**config.mk**
```make
export PLATFORM = sky130hd
export DESIGN_NAME = data_mem_responder_flat
export DESIGN_NICKNAME = d
export VERILOG_FILES = /design/src/rtl/data_mem_responder_if.sv /design/src/rtl/data_mem_responder.sv /design/src/flat_wrapper.sv
export SDC_FILE = /design/constraint.sdc
export NUM_CORES = 2
export LEC_CHECK = 0
export BUFFER_PORTS_ARGS = -buffer_cell sky130_fd_sc_hd__buf_2
export CAP_MARGIN = 25
export CORE_UTILIZATION = 59
export CTS_BUF_LIST = sky130_fd_sc_hd__clkbuf_2
export DETAILED_ROUTE_END_ITERATION = 10
export PLACE_DENSITY = 0.8
export SLEW_MARGIN = 25
export SYNTH_ARGS = -nofsm -noshare
export SYNTH_HDL_FRONTEND = slang
export SYNTH_SLANG_ARGS = --single-unit
export TNS_END_PERCENT = 1
```
**constraint.sdc**
```tcl
create_clock -name clk -period 3.47 [get_ports clk]
set_clock_uncertainty 0.1 [all_clocks]
set_input_delay 0.694 -clock clk [delete_from_list [all_inputs] [get_ports clk]]
set_output_delay 0.694 -clock clk [all_outputs]
set_load 0.1 [all_outputs]
```
**src/rtl/data_mem_responder_if.sv**
```systemverilog
// Request/response bundle between the core-side address mux and the data-memory responder.
// The core drives the request fields; the responder drives ready and the response.
interface data_mem_responder_if #(
  parameter int DW = 8,
  parameter int AW = 8
);
  logic          req_valid;
  logic          req_ready;
  logic          req_write;
  logic [AW-1:0] req_addr;
  logic [DW-1:0] req_wdata;
  logic          rsp_valid;
  logic [DW-1:0] rsp_data;

  modport master (
    output req_valid, req_write, req_addr, req_wdata,
    input  req_ready, rsp_valid, rsp_data
  );

  modport slave (
    input  req_valid, req_write, req_addr, req_wdata,
    output req_ready, rsp_valid, rsp_data
  );
endinterface

```
**src/rtl/data_mem_responder.sv**
```systemverilog
// Single-outstanding data-memory responder: accepts one load/store over valid/ready,
// then returns a one-cycle response RD_LAT cycles after the acceptance cycle.
module data_mem_responder #(
  parameter int DW     = 8,
  parameter int AW     = 8,
  parameter int RD_LAT = 2
) (
  input  logic                 clk,
  input  logic                 rst,
  data_mem_responder_if.slave  bus
);

  localparam logic [1:0] IDLE = 2'd0;
  localparam logic [1:0] WAIT = 2'd1;
  localparam logic [1:0] RESP = 2'd2;

  localparam logic [3:0] CNT_INIT = (RD_LAT > 1) ? 4'(RD_LAT - 2) : 4'd0;

  logic [1:0]    state;
  logic [3:0]    cnt;
  logic [AW-1:0] addr_p0;
  logic [DW-1:0] rsp_data_q;
  logic [DW-1:0] mem [2**AW];
  logic          accept;

  assign bus.req_ready = (state == IDLE) || (state == RESP);
  assign bus.rsp_valid = (state == RESP);
  assign bus.rsp_data  = rsp_data_q;
  assign accept        = bus.req_valid && bus.req_ready;

  // Request stage: store lands at the acceptance edge unless reset overrides it
  always_ff @(posedge clk) begin
    if (!rst && accept && bus.req_write)
      mem[bus.req_addr] <= bus.req_wdata;
  end

  always_ff @(posedge clk) begin
    if (accept)
      addr_p0 <= bus.req_addr;
  end

  // Response stage: data is captured on the transition into RESP and held afterwards
  always_ff @(posedge clk) begin
    if (rst) begin
      state      <= IDLE;
      cnt        <= '0;
      rsp_data_q <= '0;
    end else begin
      case (state)
        IDLE, RESP: begin
          if (accept) begin
            if (RD_LAT == 1) begin
              // Memory write is not visible until after this edge, so echo store data directly
              state      <= RESP;
              rsp_data_q <= bus.req_write ? bus.req_wdata : mem[bus.req_addr];
            end else begin
              state <= WAIT;
              cnt   <= CNT_INIT;
            end
          end else begin
            state <= IDLE;
          end
        end
        WAIT: begin
          if (cnt == '0) begin
            state      <= RESP;
            rsp_data_q <= mem[addr_p0];
          end else begin
            cnt <= cnt - 4'd1;
          end
        end
        default: state <= IDLE;
      endcase
    end
  end

endmodule
```
**src/flat_wrapper.sv**
```systemverilog
// flat-port wrapper written by rule: the top's interface ports become plain ports
module data_mem_responder_flat 
#(
  parameter int DW     = 8,
  parameter int AW     = 8,
  parameter int RD_LAT = 2
)
  (clk, rst, bus_req_valid, bus_req_write, bus_req_addr, bus_req_wdata, bus_req_ready, bus_rsp_valid, bus_rsp_data);
  data_mem_responder_if #(.DW(DW), .AW(AW)) bus_i ();
  input  logic clk;
  input  logic rst;
  input wire logic [$bits(bus_i.req_valid)-1:0] bus_req_valid;
  input wire logic [$bits(bus_i.req_write)-1:0] bus_req_write;
  input wire logic [$bits(bus_i.req_addr)-1:0] bus_req_addr;
  input wire logic [$bits(bus_i.req_wdata)-1:0] bus_req_wdata;
  output wire logic [$bits(bus_i.req_ready)-1:0] bus_req_ready;
  output wire logic [$bits(bus_i.rsp_valid)-1:0] bus_rsp_valid;
  output wire logic [$bits(bus_i.rsp_data)-1:0] bus_rsp_data;
  assign bus_i.req_valid = bus_req_valid;
  assign bus_i.req_write = bus_req_write;
  assign bus_i.req_addr = bus_req_addr;
  assign bus_i.req_wdata = bus_req_wdata;
  assign bus_req_ready = bus_i.req_ready;
  assign bus_rsp_valid = bus_i.rsp_valid;
  assign bus_rsp_data = bus_i.rsp_data;
  data_mem_responder #(.DW(DW), .AW(AW), .RD_LAT(RD_LAT)) u_core (.clk(clk), .rst(rst), .bus(bus_i));
endmodule
```
Word-level counts from Yosys, hierarchy flattened
Memories as Yosys holds them, arrays and structs flattened. A register that Yosys moved wholly into a read port is not among the register bits.
Cells that the tools add are included.
- register bits after elaboration: 14
- bits in writable memories: 2048
- logic and storage cells: 29
- memories: 1
- memory list (memory ; depth ; bits a word ; read ports ; clocked after Yosys merged registers in ; write ports ; line ; source):
    u_core.mem ; 256 ; 8 ; 1 ; 1 ; 1 ; data_mem_responder.sv:23 ; logic [DW-1:0] mem [2**AW];
- add/sub/neg operators: 1
- equal/unequal tests: 5
- mux-type cells: 8
- reduce and logical (&&, ||, !) cells: 11
- operators by type and width (kind ; count):
    two-way mux 4 bit ; 2
    case mux 4 bit (2 select lines) ; 1
    logical NOT 4 bit ; 1
    inequality test 2 x 1 -> 1 bit, second input constant ; 2
    case mux 2 bit (2 select lines) ; 1
    subtractor 4 x 1 -> 4 bit, second input constant ; 1
    logical AND 1 bit ; 3
    two-way mux 1 bit ; 3
    AND reduction 3 bit ; 1
    == test 2 x 1 -> 1 bit, second input constant ; 1
    == test 2 bit, second input constant ; 1
    logical NOT 2 bit ; 1
    two-way mux 2 bit ; 1
    inequality test 2 bit, second input constant ; 1
    AND reduction 2 bit ; 1
    nonzero test 2 bit ; 1
    OR reduction 2 bit ; 1
    logical NOT 1 bit ; 1
    logical OR 1 bit ; 1

Depth between registers and ports, before layout
- word-level depth: 7
- gate-level depth with buffers: 12

Worst setup path before layout
OpenSTA, ideal clock, no wires.
- path kind: input-to-reg
- start: input port bus_req_valid
- end: memory u_core.mem[112][0], enable pin
- setup time: 0.370 ns
- data arrival time: 2.860 ns
- required time: 3.000 ns
- setup slack: 0.140 ns
- stages: 7
- cells stage by stage: nor2b_1 > and3b_1 > clkbuf_1 > clkbuf_1 > nand3_1 > clkbuf_1 > nor2_1
- longest elaborated chain between the ends: 5
- ends and longest elaborated chain (element ; line ; source):
    start: declaration ; flat_wrapper.sv:12 ; input wire logic [$bits(bus_i.req_valid)-1:0] bus_req_valid;
    logical AND 1 bit ; data_mem_responder.sv:29 ; assign accept = bus.req_valid && bus.req_ready;
    logical AND 1 bit (2 in a row) ; data_mem_responder.sv:33 ; if (!rst && accept && bus.req_write)
    two-way mux 1 bit ; data_mem_responder.sv:33 ;
    two-way mux 1 bit (implied by the code) ; data_mem_responder.sv:34 ; mem[bus.req_addr] <= bus.req_wdata;
    end: declaration ; data_mem_responder.sv:23 ;
Every way passes these cells.

==> load_flow_metrics.sql <==
INSERT INTO impl_metrics (metric_group, metric, value, unit) VALUES
('grt', 'grt_first_pass_wirelength', '294000', 'µm'),
('logic_synthesis', 'ys_seq_area_share', '76.7', '%'),
('worst_setup_path', 'r2r_slack', '-0.03', 'ns'),
('detailed_routing', 'routed_via_density', '6.48', ''),
('power', 'leakagePower', '30.8', 'nW'),
('sta', 'final.setup.worst_slack', '-0.0291', 'ns'),
('place', 'portBuffers', '29', ''),
('clocking', 'cts_htree_levels', '5', ''),
('clocking', 'clock_insertion_delay_worst_skew', '1.80', 'ns'),
('die', 'top_level_ports', '30', ''),
('sta', 'unrepaired_setup_endpoints_after_global_routing', 'yes', ''),
('final_layout', 'areaGrowthSynthToFinish', '12.5', '%'),
('logic_synthesis', 'synth.lib_cells_used.distinct', '64', ''),
('logic_synthesis', 'number_of_standard_cells_after_synthesis', '4003', ''),
('die', 'cell_row_count', '135', ''),
('sta', 'worst_pin_slew', '1.19', 'ns'),
('die', 'vertical_extent_of_the_die', '372', 'µm'),
('clocking', 'clock-root-buffer', 'sky130_fd_sc_hd__clkbuf_2', ''),
('worst_setup_path', 'r2r.worst_path.cells', '8', ''),
('sta', 'report.final.setup_viol', '1', ''),
('clocking', 'cts.clk_slew.worst_paths', '0.13', 'ns'),
('place', 'dpl_cell_area', '86000', 'µm²'),
('final_layout', 'post_route_cells_drive_above_1_share', '32.0', '%'),
('detailed_routing', 'vias', '45200', ''),
('place', 'placer_s_final_routability_congestion_estimate', '0.917', ''),
('clocking', 'cts_post_setup_buffers_inserted', '0', ''),
('detailed_routing', 'drcViolationCount', '0', ''),
('sta', 'slew_headroom', '20.5', '%'),
('worst_setup_path', 'timing_worst_setup_path_type', 'flip-flop to flip-flop', ''),
('clocking', 'cts_tree', 'yes', ''),
('detailed_routing', 'routed_wirelength', '204000', 'µm'),
('die', 'floorplan.die.width', '372', 'µm'),
('logic_synthesis', 'synth_enable_flop_cells', '2056', ''),
('status', 'status', 'complete, but fails checks', ''),
('sta', 'fin_worst_hold_slack', '0.255', 'ns'),
('sta', 'slew_viol_final', '0', ''),
('final_layout', 'finalInstanceArea', '91000', 'µm²'),
('place', 'detailed_place_hpwl', '126000', 'µm'),
('clocking', 'cts-root-to-sink-buffers', '4', ''),
('power', 'ir_worst_vdd', '0.265', 'mV'),
('detailed_routing', 'drt-initial-drc-count', '6899', ''),
('status', 'failing_checks', 'negative setup slack', ''),
('final_layout', 'nNetsFinal', '4837', ''),
('place', 'pre_cts_setup_slack', '-0.153', 'ns'),
('final_layout', 'mostFrequentLayoutCells', 'sky130_fd_sc_hd__edfxtp_1, sky130_fd_sc_hd__clkbuf_2, sky130_fd_sc_hd__buf_4', ''),
('sta', 'hold_violations', '0', ''),
('worst_setup_path', 'arrival_time_worst_endpoint', '5.14', 'ns'),
('logic_synthesis', 'synth-async-reset-ratio', '0', '%'),
('power', 'ratio_of_total_power_to_cell_area', '497', 'nW/µm²'),
('worst_setup_path', 'timing.critical_path.required', '5.11', 'ns'),
('final_layout', 'n_fill_cell', '8373', ''),
('min_path', 'min_path_cells', '5', ''),
('grt', 'grt_pass1_vias', '44600', ''),
('final_layout', 'most_common_library_cell_in_the_layout_ignoring_fill_and_taps', 'sky130_fd_sc_hd__edfxtp_1', ''),
('logic_synthesis', 'synthesis.yosys.warnings', '0', ''),
('clocking', 'clkSinkCount', '2070', ''),
('sta', 'tns_setup', '-0.0291', 'ns'),
('detailed_routing', 'routedWlPerCell', '29.3', 'µm'),
('sta', 'min_period_over_period', '101', '%'),
('sta', 'max_freq', '0.286', 'GHz'),
('detailed_routing', 'drtAntennaViolNets', '0', ''),
('clocking', 'total_clock_buffers_created_by_cts', '481', ''),
('die', 'die_area', '139000', 'µm²'),
('logic_synthesis', 'ys_ff_latch', '2070', ''),
('worst_setup_path', 'critPathCaptureType', 'flip-flop', ''),
('grt', 'grt_start_max_net_pins', '97', ''),
('grt', 'grt_use_total', '29.7', '%'),
('logic_synthesis', 'summed_instance_area_of_the_synthesized_netlist', '80900', 'µm²'),
('logic_synthesis', 'mappedNetlistNets', '4024', ''),
('worst_setup_path', 'critPathLaunchType', 'flip-flop', ''),
('grt', 'grt_overflow', '0', ''),
('logic_synthesis', 'ys_dominant_reg_cell', 'sky130_fd_sc_hd__edfxtp_1', ''),
('grt', 'antenna_found_initial', '11', ''),
('flow_run', 'max_cap_violations', '0', ''),
('sta', 'finalCriticalPeriod', '3.50', 'ns'),
('die', 'floorplan.initialDensity', '59.6', '%'),
('worst_setup_path', 'critical_path_peak_fanout', '51', ''),
('min_path', 'hold_path_class', 'primary input to flip-flop', ''),
('die', 'design.core.area', '136000', 'µm²'),
('detailed_routing', 'drtPass1Iterations', '6', ''),
('logic_synthesis', 'post_synth.cell_area_avg', '20.2', 'µm²');
-- per-layer routing --
layer	GRT usage [%]	vias to the layer above	part of all wire [%]
met5	0	-	0.034
met1	40.2	22600	36
met3	8.53	504	13
li1	-	18500	-
met2	45.5	3506	47
met4	12.8	10	4.2
-- cell families after synthesis --
family / after synthesis / synth area share (%)
adders and majority gates: 1 / 0.0155
AOI/OAI and AO/OA: 406 / 3.58
and+or+nand+nor: 543 / 2.98
DFF: 2070 / 76.7
xor gates and xnor gates: 2 / 0.0217
buffers and inverters: 251 / 2.07
muxes: 730 / 14.6
-- area by class of cell --
cell class | instances | area [µm²] | share of cell area [%]
Tap cell | 1781 | 2230 | 2.45
Inverter | 7 | 28.8 | 0.0316
Clock inverter | 137 | 608 | 0.668
Sequential cell | 2070 | 62000 | 68.2
Multi-Input combinational cell | 1682 | 17200 | 18.9
Antenna cell | 11 | 27.5 | 0.0303
Clock buffer | 711 | 3560 | 3.91
Timing Repair Buffer | 574 | 5290 | 5.81
-- sequential cells by signal, summed over array words and instances, names as in the netlist --
register and flops:
u_core.mem 2048, u_core.addr_p0 8, u_core.bus.rsp_data 8, u_core.cnt 4, u_core.state 2
-- synthesized netlist by cell type (all sizes together), types with 5 or more instances --
cell type / count / area (µm²)
a22oi: 22 / 165
or3b: 6 / 52.6
nand4: 23 / 144
edfxtp: 2056 / 61700
mux2i: 353 / 3530
nor4: 10 / 62.6
nand3b: 5 / 37.5
o31ai: 5 / 37.5
nor2b: 17 / 106
inv: 7 / 26.3
o21ai: 35 / 175
buf: 140 / 1260
o221ai: 62 / 568
a21oi: 51 / 255
mux4: 356 / 8060
a31oi: 6 / 37.5
mux2: 21 / 236
a32oi: 5 / 43.8
nand2b: 6 / 37.5
nor2: 289 / 1080
o211ai: 8 / 65.1
nand2: 105 / 394
a221oi: 17 / 149
o22a: 6 / 52.6
o22ai: 118 / 738
nand3: 34 / 170
o2111ai: 7 / 61.3
dfxtp: 14 / 280
nor4b: 6 / 52.6
and4: 7 / 61.3
a2111oi: 15 / 149
a22o: 8 / 70.1
a211oi: 29 / 218
clkbuf: 104 / 390
nor3: 21 / 105
-- metrics by stage --
| stage | utilization [%] | total power, mW | cells |
|---|---|---|---|
| 6_report | 67.1 | 45.2 | 6973 |
| 5_1_grt | 67.1 | 46.7 | 6967 |
| 4_1_cts | 67.0 | 45.3 | 6962 |
| 3_5_place_dp | 63.4 | 30.7 | 6066 |
| 3_3_place_gp | 63.4 | 30.6 | 6066 |
| 2_1_floorplan | - | 29.5 | 4003 |
-- power by group --
| group | switching (mW) | leakage [nW] | total, mW | internal, mW |
|---|---|---|---|---|
| clock network | 9.22 | 3.24 | 14.9 | 5.66 |
| registers | 0.0336 | 18.6 | 27.5 | 27.5 |
| logic | 1.78 | 8.93 | 2.81 | 1.02 |
-- critical path, stage by stage, from the launching register on --
cell                       delay, ns
sky130_fd_sc_hd__edfxtp_1       0.60
sky130_fd_sc_hd__buf_4          0.31
sky130_fd_sc_hd__buf_12         0.32
sky130_fd_sc_hd__nand3_1        0.42
sky130_fd_sc_hd__o22ai_1        0.50
sky130_fd_sc_hd__a211o_1        0.24
sky130_fd_sc_hd__o211a_1        0.24
sky130_fd_sc_hd__nand4_1        0.41
sky130_fd_sc_hd__o211ai_1       0.26
-- repair_timing --
item                                    4_1_cts  5_1_grt
endpoints found under the hold margin      4103        0
gates cloned                                  0        0
endpoints found under the setup margin       14        3
pin swaps                                     0        0
hold buffers                                 48        0
gates resized for setup                      52        2
-- path summary, 6_finish.rpt --
path | end | startpoint
worst min-delay path | u_core.mem[159][2] | bus_req_addr[0]
worst max register to register | u_core.bus.rsp_data[3] | u_core.addr_p0[2]
worst max-delay path | u_core.bus.rsp_data[3] | u_core.addr_p0[2]
worst min register to register | u_core.bus.rsp_data[4] | u_core.bus.rsp_data[4]
(Power assumes the default switching activity.)
